[config.mk]
export PLATFORM = sky130hd
export DESIGN_NAME = bcd_display_scan
export DESIGN_NICKNAME = d
export VERILOG_FILES = /design/src/rtl/seg7_pkg.sv /design/src/rtl/seg7_decode.sv /design/src/rtl/bcd_display_scan.sv
export SDC_FILE = /design/constraint.sdc
export NUM_CORES = 1
export LEC_CHECK = 0
export ABC_AREA = 0
export BUFFER_PORTS_ARGS = -buffer_cell sky130_fd_sc_hd__buf_4
export CAP_MARGIN = 40
export CORE_ASPECT_RATIO = 0.6
export CORE_MARGIN = 3
export CORE_UTILIZATION = 30
export CTS_CLUSTER_DIAMETER = 200
export DETAILED_ROUTE_END_ITERATION = 7
export PLACE_DENSITY = 0.56
export SKIP_LAST_GASP = 1
export SYNTH_ARGS = -nofsm -noshare
export SYNTH_HDL_FRONTEND = slang
export SYNTH_HIERARCHICAL = 1
export SYNTH_SLANG_ARGS = --single-unit
[constraint.sdc]
create_clock -name clk -period 2.85 [get_ports clk]
set_input_delay 0.1425 -clock clk [delete_from_list [all_inputs] [get_ports clk]]
set_output_delay 0.1425 -clock clk [all_outputs]
set_load 0.005 [all_outputs]
[src/rtl/seg7_pkg.sv]
// Segment patterns, unit-symbol codes and the latched display configuration
// shared by the greenhouse 7-segment display scanner.
package seg7_pkg;

    // Active-low patterns, bit order {g,f,e,d,c,b,a}
    localparam logic [6:0] SEG_0     = 7'h40;
    localparam logic [6:0] SEG_1     = 7'h79;
    localparam logic [6:0] SEG_2     = 7'h24;
    localparam logic [6:0] SEG_3     = 7'h30;
    localparam logic [6:0] SEG_4     = 7'h19;
    localparam logic [6:0] SEG_5     = 7'h12;
    localparam logic [6:0] SEG_6     = 7'h02;
    localparam logic [6:0] SEG_7     = 7'h78;
    localparam logic [6:0] SEG_8     = 7'h00;
    localparam logic [6:0] SEG_9     = 7'h10;
    localparam logic [6:0] SEG_DASH  = 7'h3F;
    localparam logic [6:0] SEG_BLANK = 7'h7F;
    localparam logic [6:0] SEG_C     = 7'h46;
    localparam logic [6:0] SEG_F     = 7'h0E;
    localparam logic [6:0] SEG_H     = 7'h09;

    localparam logic [1:0] UNIT_BLANK = 2'd0;
    localparam logic [1:0] UNIT_C     = 2'd1;
    localparam logic [1:0] UNIT_F     = 2'd2;
    localparam logic [1:0] UNIT_H     = 2'd3;

    localparam logic [1:0] DIGIT_UNITS    = 2'd0;
    localparam logic [1:0] DIGIT_TENS     = 2'd1;
    localparam logic [1:0] DIGIT_HUNDREDS = 2'd2;
    localparam logic [1:0] DIGIT_UNIT_SYM = 2'd3;

    typedef struct packed {
        logic [11:0] bcd;
        logic [1:0]  unit_sel;
        logic        dp_en;
        logic        lz_en;
    } disp_cfg_t;

endpackage

[src/rtl/seg7_decode.sv]
// Combinational BCD nibble to active-low 7-segment decoder; invalid
// nibbles show a dash, and the blank flag overrides everything.
module seg7_decode
    import seg7_pkg::*;
(
    input  logic [3:0] nibble,
    input  logic       blank,
    output logic [6:0] seg
);

    always_comb begin
        // NOTE: every path assigns seg, and the default below covers the rest, so no latch is inferred.
        seg = SEG_DASH;
        if (blank) begin
            seg = SEG_BLANK;
        end else begin
            case (nibble)
                4'd0:    seg = SEG_0;
                4'd1:    seg = SEG_1;
                4'd2:    seg = SEG_2;
                4'd3:    seg = SEG_3;
                4'd4:    seg = SEG_4;
                4'd5:    seg = SEG_5;
                4'd6:    seg = SEG_6;
                4'd7:    seg = SEG_7;
                4'd8:    seg = SEG_8;
                4'd9:    seg = SEG_9;
                default: seg = SEG_DASH;
            endcase
        end
    end

endmodule

[src/rtl/bcd_display_scan.sv]
// Four-digit multiplexed display driver: three BCD digits plus a unit symbol,
// with new values applied only at a frame boundary so a frame never tears.
module bcd_display_scan
    import seg7_pkg::*;
#(
    parameter int REFRESH_DIV = 50000,
    parameter int CNT_W       = 16
) (
    input  logic        clk,
    input  logic        rst_n,
    input  logic [11:0] bcd_in,
    input  logic        load,
    input  logic [1:0]  unit_sel,
    input  logic        dp_en,
    input  logic        lz_en,
    output logic [6:0]  seg,
    output logic        dp,
    output logic [3:0]  an
);

    localparam logic [CNT_W-1:0] DIV_LAST = CNT_W'(REFRESH_DIV - 1);

    logic [CNT_W-1:0] div_cnt;
    logic [1:0]       digit_idx;
    logic [1:0]       next_idx;
    logic             tick;
    logic             frame_boundary;
    disp_cfg_t        load_cfg;
    disp_cfg_t        pending_q;
    logic             pending_valid;
    disp_cfg_t        display_q;
    disp_cfg_t        next_display;
    logic [3:0]       hundreds;
    logic [3:0]       tens;
    logic [3:0]       dec_nibble;
    logic             dec_blank;
    logic [6:0]       dec_seg;
    logic [6:0]       unit_seg;
    logic [6:0]       digit_seg;

    assign tick           = (div_cnt == DIV_LAST);
    assign frame_boundary = tick && (digit_idx == DIGIT_UNIT_SYM);
    assign next_idx       = digit_idx + 2'd1;
    assign load_cfg       = '{bcd: bcd_in, unit_sel: unit_sel, dp_en: dp_en, lz_en: lz_en};

    // A load landing on the boundary itself bypasses pending and wins.
    always_comb begin
        next_display = display_q;
        if (frame_boundary) begin
            if (load) begin
                next_display = load_cfg;
            end else if (pending_valid) begin
                next_display = pending_q;
            end
        end
    end

    assign hundreds = next_display.bcd[11:8];
    assign tens     = next_display.bcd[7:4];

    always_comb begin
        dec_nibble = next_display.bcd[3:0];
        dec_blank  = 1'b0;
        case (next_idx)
            DIGIT_TENS: begin
                dec_nibble = tens;
                dec_blank  = next_display.lz_en && (hundreds == 4'd0) && (tens == 4'd0)
                             && !next_display.dp_en;
            end
            DIGIT_HUNDREDS: begin
                dec_nibble = hundreds;
                dec_blank  = next_display.lz_en && (hundreds == 4'd0);
            end
            default: ;
        endcase
    end

    seg7_decode u_decode (
        .nibble (dec_nibble),
        .blank  (dec_blank),
        .seg    (dec_seg)
    );

    always_comb begin
        case (next_display.unit_sel)
            UNIT_C:  unit_seg = SEG_C;
            UNIT_F:  unit_seg = SEG_F;
            UNIT_H:  unit_seg = SEG_H;
            default: unit_seg = SEG_BLANK;
        endcase
    end

    assign digit_seg = (next_idx == DIGIT_UNIT_SYM) ? unit_seg : dec_seg;

    always_ff @(posedge clk) begin
        // NOTE: sequential state uses non-blocking assignments only, so every register samples pre-edge values.
        if (!rst_n) begin
            div_cnt       <= '0;
            digit_idx     <= DIGIT_UNIT_SYM;
            pending_q     <= '0;
            pending_valid <= 1'b0;
            display_q     <= '0;
            seg           <= SEG_BLANK;
            dp            <= 1'b1;
            an            <= 4'hF;
        end else begin
            div_cnt <= tick ? '0 : div_cnt + 1'b1;

            // Outputs are registered from the new index so they never lag it.
            if (tick) begin
                digit_idx <= next_idx;
                display_q <= next_display;
                seg       <= digit_seg;
                an        <= ~(4'b0001 << next_idx);
                dp        <= !((next_idx == DIGIT_TENS) && next_display.dp_en);
            end

            if (frame_boundary) begin
                pending_valid <= 1'b0;
            end else if (load) begin
                pending_q     <= load_cfg;
                pending_valid <= 1'b1;
            end
        end
    end

endmodule

==> run_results.csv, run 1 <==
group,metric,value,unit
global_routing,grt_pass1_vias,2805,
global_routing,grt_pass1_wl,14200,um
critical_path,setup.worst_path.start,"div_cnt[12]$_SDFF_PP0_",
critical_path,cp.required,3.05,ns
finish,postLayoutCoreUtil,0.418,
critical_path,crit_chain,"nor4bb_4, buf_4, nand4_4, buf_4, o22ai_2, a21oi_2, a221o_1, buf_6, ha_4, o21a_1, nor2_1, o21ai_1, mux2i_1, o211ai_1",
logic_synthesis,ys_seq_area_frac,0.381,
floorplan,dieArea,12400,um^2
critical_path,crit_fanout,9,
logic_synthesis,synth_edf_count,0,
critical_path,crit_end,"seg[5]$_SDFFE_PN1N_",
clocking,clock_tree.buffer_depth,2,
hold_path,hold_start,"bcd_in[6]",
floorplan,core-area,10700,um^2
place,placed_area,3900,um^2
pwr,irDropWorstVdd,288,uV
finish,final_layout_size_suffix_gt1_frac,0.311,
routing,via_count,3120,
finish,fin_area,4460,um^2
routing,wl,9090,um
critical_path,slowest_stage,"a221o_1",
critical_path,r2r-start,"div_cnt[12]$_SDFF_PP0_",
timing,rsz0062_at_grt,"true",
clocking,clk_pin_slew,0.06,ns
clocking,insertion_delay,0.33,ns
logic_synthesis,yosysWarnings,6,
timing,hold_ws,0.0915,ns
logic_synthesis,synth_area_leader_cell,"dfxtp_1",
flow_run,cap_violations,0,
critical_path,crit_path_start_kind,"flip-flop",
logic_synthesis,ys_top_cells_by_count,"nor2_1 (67), dfxtp_1 (63), nand2_1 (29), a21oi_1 (28), inv_1 (25)",
logic_synthesis,synth.distinct_cells,57,
timing,hold_violations,0,
critical_path,r2r_cells,14,
routing,drt_first_pass_iters,4,
floorplan,die_w,142,um
floorplan,num_rows,29,
global_routing,antenna_found_initial,0,
critical_path,reg2reg_slack,0.08,ns
timing,maxSlewHeadroom,0.575,
critical_path,r2r-end,"seg[5]$_SDFFE_PN1N_",
floorplan,floorplan.initialDensity,0.310,
hold_path,hold_path_class,"input port to flip-flop",
timing,final.setup_skew,0.00637,ns
critical_path,slowest_delay,0.38,ns
routing,drc,0,
critical_path,arrival,2.97,ns
logic_synthesis,synth_most_common_cell,"nor2_1",
clocking,htreeDepth,3,
pwr,power_density,466,nW/um^2
clocking,clock-sinks,63,
logic_synthesis,syn-cell-area,3310,um^2
logic_synthesis,synthTopCellsByArea,"dfxtp_1 (38%), nor2_1 (7.6%), ha_1 (5.3%)",
timing,timing.fmax,361,MHz
global_routing,grt_max_degree,29,
global_routing,grt_overflow,0,
logic_synthesis,ys_seq_elements,63,
logic_synthesis,synthCells,406,
routing,drt_first_iter_violations,156,
finish,diodes,0,
routing,vias_per_cell,5.02,
place,port_buffers,30,
logic_synthesis,synth_flop_cell,"dfxtp_1",
critical_path,cpMostUsedCell,"buf_4",
pwr,p_leak,0.00184,uW
logic_synthesis,async_reset_ff_frac,0,
place,place.gp.congestion,0.855,
clocking,cts_root_buf,"clkbuf_16",
timing,finalSetupViolations,0,
finish,nets,510,
critical_path,cp_top_family,"compound AO/OA/AOI/OAI gates",
clocking,cts_tree,"done",
routing,wl_per_cell,14.6,um
logic_synthesis,syn-num-nets,439,
timing,finalCritPeriodShare,0.972,
logic_synthesis,yosys.area.top_type_share,0.381,
critical_path,endpoint_kind,"flip-flop",
global_routing,track_usage,0.146,
critical_path,cp_num_buf_inv,3,
timing,post-route-min-period,2.77,ns
timing,slew_violations,0,
hold_path,hold_path_depth,3,
place,dp.final_hpwl,6460,um
clocking,cts_made_buffers,9,
critical_path,critical_path_class,"flip-flop to flip-flop",
run_status,status,"complete, no violations",
routing,final_antenna_net_count,0,
finish,area_growth,34.7,%
finish,nFillCells,1076,
floorplan,io_pins,31,
timing,tightest_slew,0.631,ns
logic_synthesis,syn_area_per_cell,8.15,um^2
critical_path,cp_num_cells,14,
floorplan,fp.dieH,87.4,um
-- what timing repair did --
action | CTS | global route
resized for setup | 8 | 44
buffers inserted | 4 | 7
endpoints found under the hold margin | 0 | 0
pin swaps | 3 | 23
hold buffers | 0 | 0
cloned | 0 | 1
endpoints found under the setup margin | 2 | 7
-- per-stage QoR --
| step | TNS [ns] | std cells | power, uW | worst slack, ns |
|---|---|---|---|---|
| global placement | -0.103 | 593 | 1050 | -0.0620 |
| floorplan | 0 | 406 | 1000 | 0.00776 |
| finish | 0 | 621 | 2080 | 0.0803 |
| global route | -0.298 | 621 | 2150 | -0.0815 |
| CTS | -0.00157 | 613 | 2100 | -0.00157 |
| detailed placement | -0.103 | 593 | 1060 | -0.0612 |
-- cell families (layout without fill, tap and decap cells) --
kind of cell	Yosys count	after routing	share of synthesized area
and+or+nand+nor	159	159	0.245
DFF	63	63	0.381
xor gates and xnor gates	14	14	0.0370
muxes	2	2	0.00605
adders and majority gates	14	14	0.0529
AOI/OAI and AO/OA	103	104	0.204
buffers and inverters	51	126	0.0741
-- worst register-to-register path, delay by kind of cell, from the launching register on --
| family | cells | cell delay, ns |
|---|---|---|
| flops | 1 | 0.33 |
| simple gates | 3 | 0.49 |
| mux | 1 | 0.14 |
| buf+inv | 3 | 0.57 |
| compound gates | 6 | 0.96 |
| fa+ha+maj | 1 | 0.15 |
-- power breakdown --
part / internal [uW] / switching [uW] / total [uW]
logic: 55.7 / 76.9 / 133
registers: 898 / 11.0 / 909
clock network: 614 / 421 / 1030
total: 1570 / 509 / 2080
-- worst min-delay path by stage --
| stage | slack (ns) | to |
|---|---|---|
| 3_3_place_gp | 0.43 | pending_q[9]$_SDFFE_PN0P_ |
| 6_report | 0.09 | pending_q[10]$_SDFFE_PN0P_ |
| 3_5_place_dp | 0.44 | pending_q[10]$_SDFFE_PN0P_ |
| 2_1_floorplan | 0.29 | div_cnt[1]$_SDFF_PP0_ |
| 5_1_grt | 0.1 | pending_q[9]$_SDFFE_PN0P_ |
| 4_1_cts | 0.08 | pending_q[10]$_SDFFE_PN0P_ |
-- layer usage --
metal / global-route usage / share of wire
met1: 0.218 / 0.53
met2: 0.194 / 0.40
met3: 0.0461 / 0.060
met4: 0.0462 / 0.010
met5: 0 / 0
-- cell usage in the layout (no fill, tap or decap), drive strengths merged, types with 3 or more instances in the layout --
cell type and instances:
nor2 67, and2 8, clkinv 4, and4 3
a2bb2oi 4, a41oi 4, dfxtp 63, nor4 3
a21oi 28, and3 4, xor2 7, a31oi 7
nand4 3, o211ai 13, clkbuf 10, o21ai 17
ha 14, nor3 6, inv 26, o22ai 13
nand2 30, buf 84, a221o 3, xnor2 7
or2 4, nand3 13, nor4bb 3, nand2b 6
o221ai 3
-- registers in the layout (all words and copies together) (netlist names) --
name and cells:
display_q 16, div_cnt 16, pending_q 16, seg 7, an 4, digit_idx 2, dp 1, pending_valid 1
-- area by class of cell --
type / instances / area, um^2 / area share
multi-input cells: 293 / 1980 / 0.444
flip-flops and latches: 63 / 1270 / 0.285
repair buffers: 84 / 653 / 0.146
clock buffers: 10 / 239 / 0.0536
well taps: 139 / 174 / 0.0390
inverters: 26 / 97.6 / 0.0219
clock inverters: 6 / 46.3 / 0.0104
(Power assumes the default switching activity.)
==> run 2, diff against run 1 <==
--- a/config.mk
+++ b/config.mk
@@ -6,8 +6,7 @@
 export NUM_CORES = 1
 export LEC_CHECK = 0
 export ABC_AREA = 0
-export BUFFER_PORTS_ARGS = -buffer_cell sky130_fd_sc_hd__buf_4
-export CAP_MARGIN = 40
+export BUFFER_PORTS_ARGS = -buffer_cell sky130_fd_sc_hd__buf_2
 export CORE_ASPECT_RATIO = 0.6
 export CORE_MARGIN = 3
 export CORE_UTILIZATION = 30
==> run 2 against run 1 <==
Against the previous run: largest cell class unchanged; final cell count decreased by 0.97%; largest power group unchanged; register-to-register slack about the same; combinational power decreased by 5%; critical path type unchanged; worst setup slack got worse by 0.0076 ns; first-iteration DRC count increased by 17%; routed wire length increased by 1.8%; fmax decreased by 0.27%; critical endpoint is now seg[4]$_SDFFE_PN1N_; clock power increased by 32%; sequential share of layout area increased by 0.88 points.
==> run_results.csv, run 2 (synthesis results as in run 1) <==
group,metric,value,unit
place,dp.final_hpwl,6660,um
pwr,irDropWorstVdd,327,uV
timing,tightest_slew,0.685,ns
finish,final_layout_size_suffix_gt1_frac,0.294,
clocking,cts_hold_buf,0,
finish,layout_commonest_cell,"nor2_1",
routing,drt_first_pass_iters,5,
critical_path,cp.required,3.04,ns
global_routing,track_usage,0.156,
timing,hold_ws,0.0890,ns
critical_path,arrival,2.97,ns
timing,post-route-min-period,2.78,ns
flow_run,cap_violations,0,
critical_path,r2r-end,"seg[4]$_SDFFE_PN1N_",
routing,wl,9250,um
clocking,insertion_delay,0.34,ns
finish,area_growth,30.9,%
routing,via_count,3114,
floorplan,fp.dieH,87.4,um
clocking,cts_tree,"done",
run_status,status,"complete, no violations",
global_routing,grt_pass1_vias,2961,
timing,tns,0,ns
timing,finalSetupViolations,0,
routing,drc,0,
place,place.gp.congestion,0.864,
critical_path,reg2reg_slack,0.07,ns
pwr,p_total,2400,uW
timing,slew_violations,0,
hold_path,hold_start,"bcd_in[9]",
hold_path,hold_path_class,"input port to flip-flop",
floorplan,die_w,142,um
critical_path,crit_fanout,5,
timing,final.setup_skew,0.00762,ns
timing,rsz0062_at_grt,"true",
finish,multi_input_area,1890,um^2
floorplan,dieArea,12400,um^2
critical_path,critical_path_class,"flip-flop to flip-flop",
clocking,clock_tree.buffer_depth,2,
clocking,clk_pin_slew,0.06,ns
critical_path,crit_path_start_kind,"flip-flop",
timing,maxSlewHeadroom,0.539,
global_routing,grt_pass1_wl,15100,um
global_routing,grt_overflow,0,
routing,wl_per_cell,15.0,um
place,port_buffers,30,
routing,final_antenna_net_count,0,
timing,hold_violations,0,
critical_path,r2r_cells,14,
routing,vias_per_cell,5.06,
clocking,cts_made_buffers,9,
timing,finalCritPeriodShare,0.975,
finish,final_cell_mix,"nor2_1 (66), dfxtp_1 (55), buf_4 (45)",
global_routing,antenna_found_initial,0,
pwr,power_density,553,nW/um^2
finish,nets,504,
hold_path,hold_path_depth,3,
hold_path,min_to,"pending_q[13]$_SDFFE_PN0P_",
finish,regArea,1270,um^2
routing,drt_first_iter_violations,182,
finish,diodes,0,
finish,nFillCells,1087,
floorplan,floorplan.initialDensity,0.310,
timing,timing.fmax,360,MHz
floorplan,core-area,10700,um^2
clocking,cts_root_buf,"clkbuf_16",
floorplan,io_pins,31,
floorplan,num_rows,29,
clocking,htreeDepth,3,
pwr,p_leak,0.00181,uW
finish,top_regs,"display_q x16, div_cnt x16, pending_q x16",
critical_path,endpoint_kind,"flip-flop",
critical_path,r2r-start,"div_cnt[15]$_SDFF_PP0_",
clocking,clock-sinks,63,
global_routing,grt_max_degree,29,
## run 2: metal layers
layer	vias to the layer above	routed length, um	track usage
li1	1550	-	-
met1	1466	4810	0.226
met2	85	3630	0.209
met3	13	695	0.0614
met4	0	109	0.0462
met5	-	0	0
## run 2: final cells by class
| cell class | instances | area share |
|---|---|---|
| repair buffers | 79 | 0.122 |
| clock buffers | 9 | 0.0520 |
| multi-input cells | 292 | 0.437 |
| clock inverters | 7 | 0.0335 |
| inverters | 26 | 0.0225 |
| flip-flops and latches | 63 | 0.293 |
| well taps | 139 | 0.0401 |
## run 2: worst max path at each step
stage | startpoint | end | slack, ns | cells past startpoint
final | div_cnt[15]$_SDFF_PP0_ | seg[4]$_SDFFE_PN1N_ | 0.07 | 14
after global routing | div_cnt[15]$_SDFF_PP0_ | seg[3]$_SDFFE_PN1N_ | -0.15 | 13
after CTS | div_cnt[14]$_SDFF_PP0_ | seg[3]$_SDFFE_PN1N_ | -0.006 | 14
after detailed placement | div_cnt[0]$_SDFF_PP0_ | seg[3]$_SDFFE_PN1N_ | -0.11 | 14
after global placement | div_cnt[0]$_SDFF_PP0_ | seg[3]$_SDFFE_PN1N_ | -0.02 | 14
after floorplan | digit_idx[0]$_SDFFE_PN1N_ | seg[3]$_SDFFE_PN1N_ | 0.008 | 15
## run 2: repair_timing
action                     4_1_cts  5_1_grt
setup endpoints to repair        6        7
buffers inserted                 4        3
resized for setup                6       27
pin swaps                        4       16
cloned                           0        1
## run 2: through the flow
| step | utilization | instances | cell area [um^2] | setup WS [ns] |
|---|---|---|---|---|
| 3_3_place_gp | 0.357 | 591 | 3810 | -0.0159 |
| 3_5_place_dp | 0.357 | 591 | 3810 | -0.105 |
| 4_1_cts | 0.395 | 611 | 4220 | -0.00598 |
| 5_1_grt | 0.406 | 615 | 4330 | -0.153 |
| 2_1_floorplan | - | 406 | 3320 | 0.00776 |
| 6_report | 0.406 | 615 | 4330 | 0.0726 |
## run 2: worst max-delay path: stages, from the launching register on
cell,delay [ns]
dfxtp_2,0.33
nor4bb_4,0.28
buf_4,0.18
and4_4,0.22
buf_6,0.12
a31oi_4,0.07
o211ai_1,0.20
o211ai_1,0.22
inv_2,0.15
ha_2,0.19
nand2b_1,0.05
a21oi_1,0.13
o21ai_0,0.10
mux2i_1,0.25
o211ai_1,0.12
## run 2: power breakdown
group          switching, uW  total, uW  internal [uW]
Sequential              11.1        910            899
Combinational           78.2        127           48.7
Clock                    417       1360            945
Total                    506       2400           1890
